<file path="src/rtl/aes_ark_pkg.sv">
// Shared definitions for the AES AddRoundKey pipeline lane.
// Optional feature macro: AES_ARK_PARITY_EN (per-lane odd parity carried with the data).
package aes_ark_pkg;

  localparam int BYTE_W     = 8;
  localparam int MAX_LANES  = 16;
  localparam int MAX_STAGES = 4;

  typedef logic [BYTE_W-1:0] aes_byte_t;

  // Odd-parity bit for one byte: set when the byte holds an even number of ones,
  // so that byte plus parity bit always carries an odd count (0x00 -> 1).
  function automatic logic odd_par(aes_byte_t b);
    return ~^b;
  endfunction

endpackage

</file>
<file path="src/rtl/aes_ark_stage.sv">
// One register stage of the AddRoundKey pipeline: valid flag, data word and,
// when AES_ARK_PARITY_EN is defined, the per-lane parity bits travelling with it.
// The stage loads its upstream neighbour whenever its advance enable is high.
module aes_ark_stage
  import aes_ark_pkg::*;
#(
  parameter int LANES = 16
) (
  input  logic                      clk,
  input  logic                      rst,
  input  logic                      adv,
  input  logic                      in_vld,
  input  logic [BYTE_W*LANES-1:0]   in_data,
  output logic                      vld,
  output logic [BYTE_W*LANES-1:0]   data
`ifdef AES_ARK_PARITY_EN
  ,
  input  logic [LANES-1:0]          in_par,
  output logic [LANES-1:0]          par
`endif
);

  // Valid follows upstream on advance, so a stage whose beat leaves while nothing arrives empties itself.
  always_ff @(posedge clk or posedge rst) begin
    if (rst) begin
      vld <= 1'b0;
    end else if (adv) begin
      vld <= in_vld;
    end
  end

  // Payload only moves when a real beat arrives; a bubble leaves the old word in place.
  always_ff @(posedge clk or posedge rst) begin
    if (rst) begin
      data <= '0;
    end else if (adv && in_vld) begin
      data <= in_data;
    end
  end

`ifdef AES_ARK_PARITY_EN
  // Parity bits ride with the payload under the same load condition.
  always_ff @(posedge clk or posedge rst) begin
    if (rst) begin
      par <= '0;
    end else if (adv && in_vld) begin
      par <= in_par;
    end
  end
`endif

endmodule

</file>
<file path="src/rtl/aes_ark_pipe.sv">
// Pipelined, back-pressurable AES AddRoundKey lane: m_data = s_data ^ key.
// Holds the round-key register, does the XOR on capture into stage 0 and
// counts completed output handshakes. STAGES register stages sit between
// s_data and m_data, so there is no combinational path from input to output.
// Optional feature macro: AES_ARK_PARITY_EN adds m_parity (odd parity per lane).
module aes_ark_pipe
  import aes_ark_pkg::*;
#(
  parameter int LANES  = 16,
  parameter int STAGES = 2,
  parameter int CNT_W  = 8
) (
  input  logic                      clk,
  input  logic                      rst,
  input  logic                      key_load,
  input  logic [BYTE_W*LANES-1:0]   key_in,
  input  logic                      s_valid,
  output logic                      s_ready,
  input  logic [BYTE_W*LANES-1:0]   s_data,
  output logic                      m_valid,
  input  logic                      m_ready,
  output logic [BYTE_W*LANES-1:0]   m_data,
  output logic [CNT_W-1:0]          beat_cnt
`ifdef AES_ARK_PARITY_EN
  ,
  output logic [LANES-1:0]          m_parity
`endif
);

  localparam int DATA_W = BYTE_W * LANES;

  logic [DATA_W-1:0] key_q;
  logic [DATA_W-1:0] xor_data;
  logic [STAGES-1:0] vld;
  logic [STAGES-1:0] adv;
  logic [DATA_W-1:0] data [STAGES];
`ifdef AES_ARK_PARITY_EN
  logic [LANES-1:0]  xor_par;
  logic [LANES-1:0]  par [STAGES];
`endif

  // Round-key register; a beat accepted in the loading cycle still sees the old key.
  always_ff @(posedge clk or posedge rst) begin
    if (rst) begin
      key_q <= '0;
    end else if (key_load) begin
      key_q <= key_in;
    end
  end

  assign xor_data = s_data ^ key_q;

`ifdef AES_ARK_PARITY_EN
  // Parity is taken from the XOR result so it describes exactly what leaves on m_data.
  always_comb begin
    xor_par = '0;
    for (int i = 0; i < LANES; i++) begin
      xor_par[i] = odd_par(xor_data[BYTE_W*i +: BYTE_W]);
    end
  end
`endif

  // Advance enables, built from the output end backwards so empty stages collapse bubbles.
  always_comb begin
    adv = '0;
    adv[STAGES-1] = m_ready | ~vld[STAGES-1];
    for (int k = STAGES - 2; k >= 0; k--) begin
      adv[k] = ~vld[k] | adv[k+1];
    end
  end

  assign s_ready = adv[0];

  for (genvar k = 0; k < STAGES; k++) begin : g_stage
    logic              in_vld;
    logic [DATA_W-1:0] in_data;
`ifdef AES_ARK_PARITY_EN
    logic [LANES-1:0]  in_par;
`endif

    if (k == 0) begin : g_first
      assign in_vld  = s_valid;
      assign in_data = xor_data;
`ifdef AES_ARK_PARITY_EN
      assign in_par  = xor_par;
`endif
    end else begin : g_next
      assign in_vld  = vld[k-1];
      assign in_data = data[k-1];
`ifdef AES_ARK_PARITY_EN
      assign in_par  = par[k-1];
`endif
    end

    aes_ark_stage #(
      .LANES (LANES)
    ) u_stage (
      .clk     (clk),
      .rst     (rst),
      .adv     (adv[k]),
      .in_vld  (in_vld),
      .in_data (in_data),
      .vld     (vld[k]),
      .data    (data[k])
`ifdef AES_ARK_PARITY_EN
      ,
      .in_par  (in_par),
      .par     (par[k])
`endif
    );
  end

  assign m_valid = vld[STAGES-1];
  assign m_data  = data[STAGES-1];
`ifdef AES_ARK_PARITY_EN
  assign m_parity = par[STAGES-1];
`endif

  // Output handshake counter, free-running modulo 2^CNT_W.
  always_ff @(posedge clk or posedge rst) begin
    if (rst) begin
      beat_cnt <= '0;
    end else if (m_valid && m_ready) begin
      beat_cnt <= beat_cnt + 1'b1;
    end
  end

endmodule

</file>
<file path="config.mk">
export PLATFORM = sky130hd
export DESIGN_NAME = aes_ark_pipe
export DESIGN_NICKNAME = d
export VERILOG_FILES = /design/src/rtl/aes_ark_pkg.sv /design/src/rtl/aes_ark_stage.sv /design/src/rtl/aes_ark_pipe.sv
export SDC_FILE = /design/constraint.sdc
export NUM_CORES = 1
export LEC_CHECK = 0
export ABC_AREA = 1
export CAP_MARGIN = 20
export CORE_MARGIN = 2
export CORE_UTILIZATION = 45
export CTS_CLUSTER_DIAMETER = 200
export CTS_CLUSTER_SIZE = 14
export DETAILED_ROUTE_END_ITERATION = 10
export PLACE_DENSITY_LB_ADDON = 0.15
export SLEW_MARGIN = 20
export SYNTH_ARGS = -nofsm -noshare
export SYNTH_HDL_FRONTEND = slang
export SYNTH_SLANG_ARGS = --single-unit
</file>
<file path="constraint.sdc">
create_clock -name clk -period 23.2 [get_ports clk]
set_input_delay 2.32 -clock clk [delete_from_list [all_inputs] [get_ports clk]]
set_output_delay 2.32 -clock clk [all_outputs]
set_load 0.02 [all_outputs]
</file>
======== Word-level counts from Yosys, hierarchy flattened ========
Cells that the tools add are included.
storage, ports and cells
  register bits ........................... 394
  input port bits ......................... 261
  output and inout port bits .............. 138
  logic and storage cells ................. 15
cells by class
  add/sub/neg operators ................... 1
  bitwise gates (word level) .............. 5
  reductions and logical operators ........ 3
operators by type and width
  cell                   count
  $xor A128 B128 Y128    1
  $add A8 B1 Y8 const B  1
  $logic_and A1 B1 Y1    3
  $not A1 Y1             2
  $or A1 B1 Y1           2

======== Logic depth before layout (Yosys ltp) ========
Gate-level depths: netlist of the first run.
  depth in word-level cells ............... 4
  gate-level depth with buffers ........... 8
  mapped depth without buffers ............ 7

======== By module ========
Synthesis of the first run repeated with hierarchy kept, for this count alone.
second synthesis, totals
  cell total of the unflattened synthesis .. 1571
  area, all modules ....................... 16478.3 µm²
modules (own cells, without submodules)
  module         times used  cells an instance  area an instance (µm²)  seq. area each (µm²)
  aes_ark_stage  2           559                5058.6                  3228.1
  aes_ark_pipe   1           453                6361.1                  3403.3

======== Worst setup path after synthesis of the first run ========
No wires, ideal clock.
  path kind ............................... in2out
  start ................................... input m_ready
  end ..................................... output s_ready
  arrival time ............................ 2.524 ns
  required time ........................... 20.880 ns
  slack ................................... 18.356 ns
  stages on the path ...................... 2
  buffers on the path ..................... 0
  path through ............................ inv_1 -> nand3_2
on the way
  longest elaborated chain between the ends .. 2
RTL lines
  element       line                RTL
  from (decl)   aes_ark_pipe.sv:21  input logic m_ready,
  $or A1 B1 Y1  aes_ark_pipe.sv:66  adv[STAGES-1] = m_ready | ~vld[STAGES-1];
  $or A1 B1 Y1  aes_ark_pipe.sv:68  adv[k] = ~vld[k] | adv[k+1];
  to (decl)     aes_ark_pipe.sv:18  output logic s_ready,
No other way between the ends.

======== Worst setup path after layout of the first run ========
Ends and elaborated chain as after synthesis.

==> results of run 1 <==
[cells in the mapped netlist]
| master | n |
|---|---|
| inv_1 | 12 |
| xnor2_1 | 130 |
| nand2_2 | 1 |
| nand2_1 | 403 |
| dfrtp_1 | 394 |
| buf_4 | 4 |
| o21ai_0 | 79 |
| buf_2 | 38 |
| clkbuf_1 | 25 |
| buf_1 | 3 |
| ha_1 | 1 |
| nor2_1 | 3 |
| xor2_1 | 2 |
| o21ai_1 | 49 |
| clkbuf_2 | 1 |
| mux2_2 | 129 |
| nand3_1 | 132 |
| nand4_1 | 1 |
| buf_6 | 13 |
| nand3_2 | 1 |
[sequential cells by signal, summed over array words and instances (netlist names)]
name                  count
g_stage.u_stage.vld       2
beat_cnt                  8
key_q                   128
g_stage.u_stage.data    256
[cell type report]
| class | instances | area [um2] | share of cell area [%] |
|---|---|---|---|
| clock inverter | 1 | 16.27 | 0.07748 |
| timing repair buffer | 408 | 4060 | 19.34 |
| antenna | 2 | 5.005 | 0.02384 |
| inverter | 12 | 52.55 | 0.2503 |
| multi-input combinational | 931 | 5498 | 26.19 |
| sequential | 394 | 9863 | 46.98 |
| clock buffer | 38 | 929.6 | 4.428 |
| tap | 455 | 569.3 | 2.712 |
[worst max-delay path, cell delays in order]
cell and delay, ns:
clkdlybuf4s50_1 0.50, inv_1 0.11, nand3_2 0.19, clkdlybuf4s50_1 0.65
[where the power goes]
group	total (uW)	leakage, uW	internal, uW	switching [uW]
Combinational	584	0.00403	274	310
Sequential	925	0.00478	837	88.5
Clock	518	0.000464	282	236
Total	2030	0.00928	1390	634
[per-layer routing]
| metal | wire (um) | GRT usage, % |
|---|---|---|
| met1 | 16020 | 27.36 |
| met2 | 17770 | 33.92 |
| met3 | 3894 | 7.564 |
| met4 | 970 | 5.769 |
| met5 | 11 | 0 |
[kinds of logic after synthesis]
family / after synthesis / share of synthesized area, %
flip-flops: 394 / 62.20
AND/OR/NAND/NOR: 541 / 13.92
AO/OA/AOI/OAI: 128 / 4.042
XOR/XNOR: 132 / 7.294
buffers and inverters: 96 / 3.292
multiplexers: 129 / 9.165
adder cells (fa/ha/maj): 1 / 0.07893
[cells in the final DEF (no fill, tap or decap), drive strengths merged]
cell           instances
clkdlybuf4s50        397
mux2                 129
ha                     1
clkinv                 1
nand2                404
clkbuf                38
buf                   11
xor2                   2
o21ai                128
nor2                   3
nand3                133
nand4                  1
diode                  2
xnor2                130
inv                   12
dfrtp                394
[path summary, 6_finish.rpt]
| kind | start | to | slack [ns] | cells past startpoint |
|---|---|---|---|---|
| worst max-delay path | m_ready | s_ready | 17.11 | 4 |
| worst min-delay path | g_stage[1].u_stage.data[90] | g_stage[1].u_stage.data[90] | 0.47 | 2 |
| worst max register to register | g_stage[1].u_stage.vld | g_stage[1].u_stage.data[115] | 20.23 | 5 |
| worst min register to register | g_stage[1].u_stage.data[90] | g_stage[1].u_stage.data[90] | 0.47 | 2 |
| max in group asynchronous | rst | g_stage[0].u_stage.vld | 18.41 | 4 |
| min in group asynchronous | rst | key_q[61] | 2.34 | 2 |
[per-stage QoR]
stage	total power [uW]	instances	utilization [%]	area, um2
floorplan	1234	1421	-	15850
global placement	1513	2200	57.88	20040
detailed placement	1527	2200	57.88	20040
CTS	2054	2239	60.61	20990
global route	2140	2239	60.61	20990
finish	2027	2241	60.63	20990
==> flow_summary.ini, run 1 <==
[logic_synthesis]
avgSynthCellArea_um2 = 11.15
synth_nets = 1683
synth_cell_types = 20
synth_top_cell_area_share_pct = 62.20
ys_ff_latch = 394
syn_inst = 1421
yosysWarnings = 0
ys_top_cells_by_area = dfrtp_1, nand2_1, mux2_2
post-synth-top-area-cell = dfrtp_1
syn_area_um2 = 15850
synth_seq_area_share_pct = 62.20

[timing]
setup_tns_ns = 0
finalWorstSetupSlack_ns = 17.11
finClkSkew_ns = 0.01723
post-route-period-util_pct = 26.27
fin_crit_ns = 6.095
fmax_mhz = 164.1
rsz0062_at_grt = no
slew_headroom_pct = 28.28
setup_viol_count_final = 0
hold_viol = 0
slew_viol_final = 0
whs_ns = 0.4661
tightest_slew_ns = 1.076

[detailed_routing]
first_iter_violations = 646
post_drt_wl_per_cell_um = 17.25
vias_per_cell = 4.886
first_pass_iters = 5
ant_nets = 0
drc_errors = 0
vias = 10950
wl_um = 38660

[floorplanning]
io_pins = 399
core_um2 = 34630
dieArea_um2 = 36740
initial_utilization_pct = 45.77
placementRows = 68
dieHeight_um = 191.7
die_w_um = 191.7

[clocking]
cts_buffers = 34
clockRootBuffer = clkbuf_16
cts_max_level = 2
cts_tree = yes
clkSinkCount = 394
cts_resized = 0
clock_path_buffers = 3
post-cts-setup-buffers = 0
path_clk_slew_ns = 0.06
clk_latency_ns = 0.51
cts_hold_buf = 0

[critical_path]
crit_path_end_kind = primary output
cp_max_fo = 3
cp.arrival_ns = 3.77
worstSetupStartpointType = primary input
crit_required_ns = 20.88
crit_type = in -> out

[final_layout]
syn_to_final_growth_pct = 32.45
drive_above_1_share_pct = 10.31
final_nets = 2043
fillCellCount = 2899

[power]
pwr_density_cell_nw_per_um2 = 96.56
peakVddDrop_uv = 53.03
leakagePower_uw = 0.009279

[job]
maxCapViolCount = 0

[place]
place_hpwl_um = 25890
pre_cts_ws_ns = 17.10
numPortBuffers = 398
place.gp.congestion = 0.7915

[global_route]
grt-ovfl-total = 0
grt_pass1_wl_um = 61240
grt_usage_pct = 21.20
antenna_found_initial = 2
grt_max_degree = 152
grt_pass1_vias = 11320

[status]
outcome = finished clean

[hold_path]
hold_path_class = reg -> reg
Note: power is estimated with default switching activity, not from simulation.
==> run 2: changes to the inputs <==
clock period = 5 ns   (was 23.2 ns; I/O delays follow)
==> run 2 against run 1 <==
Final area up 0.20%. Hold slack worse by 0.056 ns. Total power rose to 4.6 times the previous value. Routed wire length down 0.96%. Via count up 1.1%. Count of clock-buffer cells in the layout unchanged. Non-clock buffer count unchanged. Die area unchanged. Sequential power rose to 4.7 times the previous value. Clock power rose to 4.6 times the previous value. Critical endpoint unchanged. Highest routed layer is now met4.
==> flow_summary.ini, run 2 (synthesized netlist as in run 1, its figures left out) <==
[detailed_routing]
post_drt_wl_per_cell_um = 17.10
wl_um = 38290
vias_per_cell = 4.941
first_iter_violations = 655
ant_nets = 0
drc_errors = 0
vias = 11060
first_pass_iters = 4

[final_layout]
final_nets = 2043
diodes = 0
utilization_pct = 60.75
drive_above_1_share_pct = 10.31
final_area_um2 = 21040
top_regs = g_stage.u_stage.data (256), key_q (128), beat_cnt (8)
instances_no_fill = 2239
largest_register_ffs = 256
final_cell_mix = nand2_1, clkdlybuf4s50_1, dfrtp_1
final_common_cell = nand2_1
syn_to_final_growth_pct = 32.71
top_register = g_stage.u_stage.data

[clocking]
post-cts-setup-buffers = 0
cts_resized = 0
cts_buffers = 34
cts_max_level = 2
path_clk_slew_ns = 0.07
cts_tree = yes
clk_latency_ns = 0.50
clockRootBuffer = clkbuf_16
cts_hold_buf = 0
clkSinkCount = 394
clock_path_buffers = 3

[floorplanning]
io_pins = 399
initial_utilization_pct = 45.77
dieArea_um2 = 36740
placementRows = 68
dieHeight_um = 191.7
die_w_um = 191.7
core_um2 = 34630

[place]
place_hpwl_um = 25570
place.gp.congestion = 0.7756
numPortBuffers = 398
place_area_um2 = 20090
dpl.cell_count = 2200
pre_cts_ws_ns = 2.159

[critical_path]
cp_max_fo = 53
worstSetupStartpointType = register
crit_path_end_kind = primary output
cp.arrival_ns = 2.36
crit_type = reg -> out
crit_required_ns = 4.50

[timing]
whs_ns = 0.4098
post-route-period-util_pct = 57.24
rsz0062_at_grt = no
setup_viol_count_final = 0
hold_viol = 0
slew_viol_final = 0
slew_headroom_pct = 37.26
finClkSkew_ns = 0.01393
fin_crit_ns = 2.862
fmax_mhz = 349.4
tightest_slew_ns = 0.9412
finalWorstSetupSlack_ns = 2.138

[global_route]
grt_pass1_vias = 11040
grt_pass1_wl_um = 60430
grt_usage_pct = 20.91
grt-ovfl-total = 0
antenna_found_initial = 1
grt_max_degree = 136

[status]
outcome = finished clean

[hold_path]
hold_path_class = in -> async

[job]
maxCapViolCount = 0

[power]
peakVddDrop_uv = 255.4
pwr_density_cell_nw_per_um2 = 447.9
leakagePower_uw = 0.009292
run 2: cell count changes in the layout (fill, tap and decap cells not counted):
cell	change
inv_8	-1
diode_2	-2
buf_12	+4
buf_4	-4
clkinvlp_4	+1
run 2: final cells by class:
| cell class | instances | area (um2) |
|---|---|---|
| clock buffers | 38 | 929.6 |
| clock inverters | 1 | 16.27 |
| fillers | 2898 | 13590 |
| inverters | 12 | 48.80 |
| multi-input cells | 931 | 5498 |
| flip-flops and latches | 394 | 9863 |
| well taps | 455 | 569.3 |
| repair buffers | 408 | 4110 |
run 2: critical path, stage by stage, from the launching register on:
cell             delay (ns)
dfrtp_4                0.85
nand3_2                0.29
clkdlybuf4s50_1        0.70
run 2: per-layer routing:
layer | up-vias | routed length (um) | global-route usage (%)
li1 | 5336 | - | -
met1 | 5347 | 16080 | 27.33
met2 | 327 | 17620 | 33.24
met3 | 54 | 3680 | 7.309
met4 | 0 | 905 | 5.444
met5 | - | 0 | 0.6868
run 2: per-stage QoR:
step | TNS [ns] | total power, uW
final | 0 | 9422
after global routing | 0 | 9965
after CTS | 0 | 9548
after detailed placement | 0 | 7105
after global placement | 0 | 7041
after floorplan | -315.93 | 5725
run 2: worst paths after layout:
kind / startpoint / end / slack, ns / cells past startpoint
setup / recovery: g_stage[0].u_stage.vld / s_ready / 2.14 / 2
hold / removal: rst / key_q[60] / 0.41 / 2
setup reg to reg: g_stage[0].u_stage.vld / g_stage[0].u_stage.data[79] / 2.42 / 4
hold reg to reg: g_stage[1].u_stage.data[86] / g_stage[1].u_stage.data[86] / 0.47 / 2
max in group asynchronous: rst / key_q[121] / 3.41 / 3
min in group clk: g_stage[1].u_stage.data[86] / g_stage[1].u_stage.data[86] / 0.47 / 2
run 2: where the power goes:
part,leakage (uW),switching (uW),internal [uW]
sequential,0.00478,430,3880
clock,0.000464,1090,1310
combinational,0.00405,1430,1280
